===== src/rtl/tdm_demux8.sv =====
// Time-division demultiplexer: steers a slot-multiplexed serial stream into an
// 8-lane frame with a one-deep valid/ready output buffer. Optional: TDM_DEMUX_PARITY_EN.
module tdm_demux8 #(
    parameter int unsigned SEL_W = 3,
    parameter int unsigned LANES = 2**SEL_W
) (
    input  logic             clk,
    input  logic             rst_n,
    input  logic             in_bit,
    input  logic             in_valid,
    input  logic             frame_start,
    output logic [LANES-1:0] out_data,
    output logic             out_valid,
    input  logic             out_ready,
`ifdef TDM_DEMUX_PARITY_EN
    output logic [SEL_W:0]   slot,
    output logic             parity_err,
`else
    output logic [SEL_W-1:0] slot,
`endif
    output logic             overflow,
    output logic             sync_err
);

`ifdef TDM_DEMUX_PARITY_EN
    localparam int unsigned SLOT_W = SEL_W + 1;
    localparam int unsigned LAST   = LANES;
`else
    localparam int unsigned SLOT_W = SEL_W;
    localparam int unsigned LAST   = LANES - 1;
`endif

    typedef enum logic {IDLE, COLLECT} state_t;

    state_t           state;
    logic [LANES-1:0] shift;
    logic [LANES-1:0] frame;
    logic             done;
`ifdef TDM_DEMUX_PARITY_EN
    logic             frame_perr;
`endif

    // The final beat is merged combinationally so the frame is offered in the same cycle.
    always_comb begin
        done  = in_valid && !frame_start && (state == COLLECT) && (slot == SLOT_W'(LAST));
        frame = shift;
`ifdef TDM_DEMUX_PARITY_EN
        frame_perr = ^{shift, in_bit};
`else
        frame[LANES-1] = in_bit;
`endif
    end

    always_ff @(posedge clk or negedge rst_n) begin
        if (!rst_n) begin
            state     <= IDLE;
            slot      <= '0;
            shift     <= '0;
            out_data  <= '0;
            out_valid <= 1'b0;
            overflow  <= 1'b0;
            sync_err  <= 1'b0;
`ifdef TDM_DEMUX_PARITY_EN
            parity_err <= 1'b0;
`endif
        end else begin
            overflow <= 1'b0;
            sync_err <= 1'b0;

            if (in_valid) begin
                if (frame_start) begin
                    sync_err <= (state == COLLECT);
                    shift[0] <= in_bit;
                    slot     <= SLOT_W'(1);
                    state    <= COLLECT;
                end else if (state == COLLECT) begin
                    if (done) begin
                        slot  <= '0;
                        state <= IDLE;
                    end else begin
                        shift[slot[SEL_W-1:0]] <= in_bit;
                        slot <= slot + 1'b1;
                    end
                end
            end

            if (done) begin
                if (!out_valid || out_ready) begin
                    out_data  <= frame;
                    out_valid <= 1'b1;
`ifdef TDM_DEMUX_PARITY_EN
                    parity_err <= frame_perr;
`endif
                end else begin
                    overflow <= 1'b1;
                end
            end else if (out_valid && out_ready) begin
                out_valid <= 1'b0;
            end
        end
    end

endmodule


===== config.mk =====
export PLATFORM = sky130hd
export DESIGN_NAME = tdm_demux8
export DESIGN_NICKNAME = d
export VERILOG_FILES = /design/src/rtl/tdm_demux8.sv
export SDC_FILE = /design/constraint.sdc
export NUM_CORES = 1
export LEC_CHECK = 0
export CORE_MARGIN = 1.5
export CORE_UTILIZATION = 47
export CTS_BUF_LIST = sky130_fd_sc_hd__clkbuf_4
export CTS_CLUSTER_SIZE = 30
export DETAILED_ROUTE_END_ITERATION = 7
export PLACE_DENSITY = 0.76
export REMOVE_ABC_BUFFERS = 1
export SETUP_SLACK_MARGIN = 0.02
export SLEW_MARGIN = 20
export SYNTH_ARGS = -nofsm -noshare
export SYNTH_HDL_FRONTEND = slang
export SYNTH_SLANG_ARGS = --single-unit

===== constraint.sdc =====
create_clock -name clk -period 2.2 [get_ports clk]
set_clock_uncertainty 0.2 [all_clocks]
set_input_delay 0.55 -clock clk [delete_from_list [all_inputs] [get_ports clk]]
set_output_delay 0.55 -clock clk [all_outputs]
set_load 0.01 [all_outputs]

==> impl_results.md, run 1 <==
- Number of global-route vias before repair: 747
- Sequential share of power: 50.6%
- Post-synth top area cell: dfrtp_1
- Lkg Pwr: 0.6340 nW
- Drt wl/cell: 14.74 um
- CP Launch Type: flip-flop
- YS warnings: 0
- Async SR Flop Fraction: 100.0%
- CP Class: flip-flop to output pin
- First-pass GRT wire length: 3353 um
- Clk_lat worst skew: 300 ps
- Die area: 2509 um2
- Layout cell share with drive strength beyond 1: 24.77%
- Setup TNS: 0 ps
- Layout area overhead: 30.01%
- Ant diodes: 0
- DP Cell Count: 133
- Period minus WS final: 2152 ps
- CTS max path bufs: 2
- Run status: complete, no violations
- Clock sink count: 22
- Clk pwr share: 16.1%
- Number of I/O port buffers: 19
- Iter 0 DRT Violations: 9
- Chip width: 50.09 um
- Mapped Cells: 79
- Overflow after GRT: 0
- Post-synth EDFFs: 0
- Initial core utilization: 51.55%
- Pwr dens: 812.7 nW/um2
- Slew Viols, Final: 0
- Site Rows: 16
- Net Sw Frac: 29.11%
- Slew @ Worst Pin: 284.5 ps
- Top cells by count, synth: 22 x dfrtp_1, 9 x mux2_4, 5 x mux2_1, 5 x nand2_1, 4 x nor2_1
- Worst hold path type: flip-flop to flip-flop
- H-tree levels: 1
- Final antenna-violating net count: 0
- Vias: 721
- Clk root buf: clkbuf_4
- Maxcap violations: 0
- Ys flop type: dfrtp_1
- Syn Std Cell Area: 1042 um2
- CORE AREA: 2022 um2
- Synth Register Bits: 22
- DP Wirelength: 1467 um
- Switching power: 320.5 uW
- Post-layout nets: 119
- Pre-CTS WS: -49.65 ps
- Total GRT Usage: 17.85%
- Synth top area cells: dfrtp_1 53%, mux2_4 13%, mux2_1 5.4%
- GPL Wtd Cong: 0.8847
- Die height: 50.09 um
- Initial antenna violation count: 0
- Max IR drop VDD: 0.0004366 V
- Largest net degree at the start of global routing: 23
- Int Pwr: 780.7 uW
- Setup WS post-layout: 47.96 ps
- Fmax: 464.7 MHz
- Comb power frac: 33.3%
- Slew headroom: 80.95%
- DRC errors left: 0
- Final core utilization: 67.02%
- Mapped Avg Cell Area: 13.19 um2
- IO Count: 20
- Worst-path clk slew: 110 ps
- Final hold vios: 0
- Vias per inst: 5.301
- Req. time, crit path: 1450 ps
- Worst-path fanout max: 9
- Cell variety after synth: 27
- DRT Pass-1 Iters: 4
- Tcrit/Tclk final: 97.82%
- Most frequent cell after synthesis: dfrtp_1
- CTS Buf Count: 3
- Seq/Total Area, Yosys: 52.82%
- Final non-filler cell total: 136
- # setup viols final: 0
- Layout filler cell count: 162
- WL final: 2005 um
- CTS tree: yes
- Worst Setup End Kind: output pin
- Top-area cell type share of the netlist area: 52.82%
- CP arrival: 1400 ps
- RSZ-0062 raised after global routing: false
[layout by cell type, fill, tap and decap left out, types with 2 or more instances in the layout]
cell | synthesis | layout
o22ai_1 | 2 | 2
buf_4 | 2 | 11
clkbuf_4 | 0 | 3
a31oi_1 | 2 | 2
ha_1 | 2 | 2
dfrtp_1 | 22 | 22
mux2_1 | 5 | 5
nand3_1 | 2 | 2
clkdlybuf4s50_1 | 0 | 18
mux2_4 | 9 | 9
nand2_1 | 5 | 5
nor2b_1 | 3 | 3
nand2b_1 | 2 | 2
nor2_1 | 4 | 4
inv_1 | 3 | 3
nand4b_1 | 2 | 2
nand4_1 | 2 | 2
[per-layer routing]
layer | vias to the layer above | wire length [um] | GRT usage (%)
li1 | 347 | - | -
met1 | 351 | 973 | 23.39
met2 | 19 | 940 | 28.07
met3 | 4 | 59 | 2.121
met4 | 0 | 32 | 10.65
met5 | - | 0 | 0
[power by group through the flow]
stage          Combinational [mW]  Clock (mW)  Sequential, mW
2_1_floorplan               0.161           0           0.593
5_1_grt                     0.393       0.201           0.569
3_5_place_dp                0.369           0           0.568
4_1_cts                     0.370       0.186           0.559
3_3_place_gp                0.351           0           0.563
6_report                    0.367       0.177           0.557
[cell families after synthesis]
kind of cell	synth area share [%]
DFF	52.82
buffers and inverters	2.880
AOI/OAI and AO/OA	4.561
muxes	18.37
and+or+nand+nor	18.97
adders and majority gates	2.401
[state kept, by name (all words and copies together) (netlist names)]
signal and cells:
out_data 8, out_valid 1, overflow 1, shift 7
slot 3, state 1, sync_err 1
[area by class of cell]
class | instances | area (um2) | share of cell area, %
Sequential cell | 22 | 550.5 | 40.63
Inverter | 3 | 11.26 | 0.8310
Timing Repair Buffer | 30 | 275.3 | 20.31
Tap cell | 27 | 33.78 | 2.493
Multi-Input combinational cell | 51 | 461.7 | 34.07
Clock buffer | 3 | 22.52 | 1.662
[path summary, 6_finish.rpt]
kind,from,end,slack (ps),cells after the start
max,slot[0]$_DFFE_PN0P_,slot[0],50,2
min,shift[4]$_DFFE_PN0P_,shift[4]$_DFFE_PN0P_,300,1
max reg2reg,slot[0]$_DFFE_PN0P_,shift[4]$_DFFE_PN0P_,100,5
min reg2reg,shift[4]$_DFFE_PN0P_,shift[4]$_DFFE_PN0P_,300,1
max in group asynchronous,rst_n,out_data[7]$_DFFE_PN0P_,1190,2
min in group asynchronous,rst_n,out_data[0]$_DFFE_PN0P_,390,2
[critical path, stage by stage, from the launching register on]
cell	delay, ps
dfrtp_1	370
buf_4	180
clkdlybuf4s50_1	550
[through the flow]
stage | power, mW | hold slack [ps] | area, um2
after global routing | 1.163 | 333.7 | 1355
after detailed placement | 0.9366 | 278.4 | 1330
after global placement | 0.9147 | 280.9 | 1330
after CTS | 1.116 | 305.4 | 1353
after floorplan | 0.7535 | 54.41 | 1023
final | 1.101 | 303.9 | 1355
[what timing repair did]
action / in CTS / in global routing
hold buffers: 0 / 0
setup endpoints to repair: 0 / 1
resized for setup: 0 / 1
setup buffers: 0 / 0
No activity file was read; power rests on OpenSTA's default activity.
==> run 2: changes to the inputs <==
--- a/config.mk
+++ b/config.mk
@@ -13,7 +13,7 @@
 export PLACE_DENSITY = 0.76
 export REMOVE_ABC_BUFFERS = 1
 export SETUP_SLACK_MARGIN = 0.02
-export SLEW_MARGIN = 20
+export SLEW_MARGIN = 25
 export SYNTH_ARGS = -nofsm -noshare
 export SYNTH_HDL_FRONTEND = slang
 export SYNTH_SLANG_ARGS = --single-unit
==> results of run 2 <==
No change in the layout: final DEF, timing and power equal those of run 1.
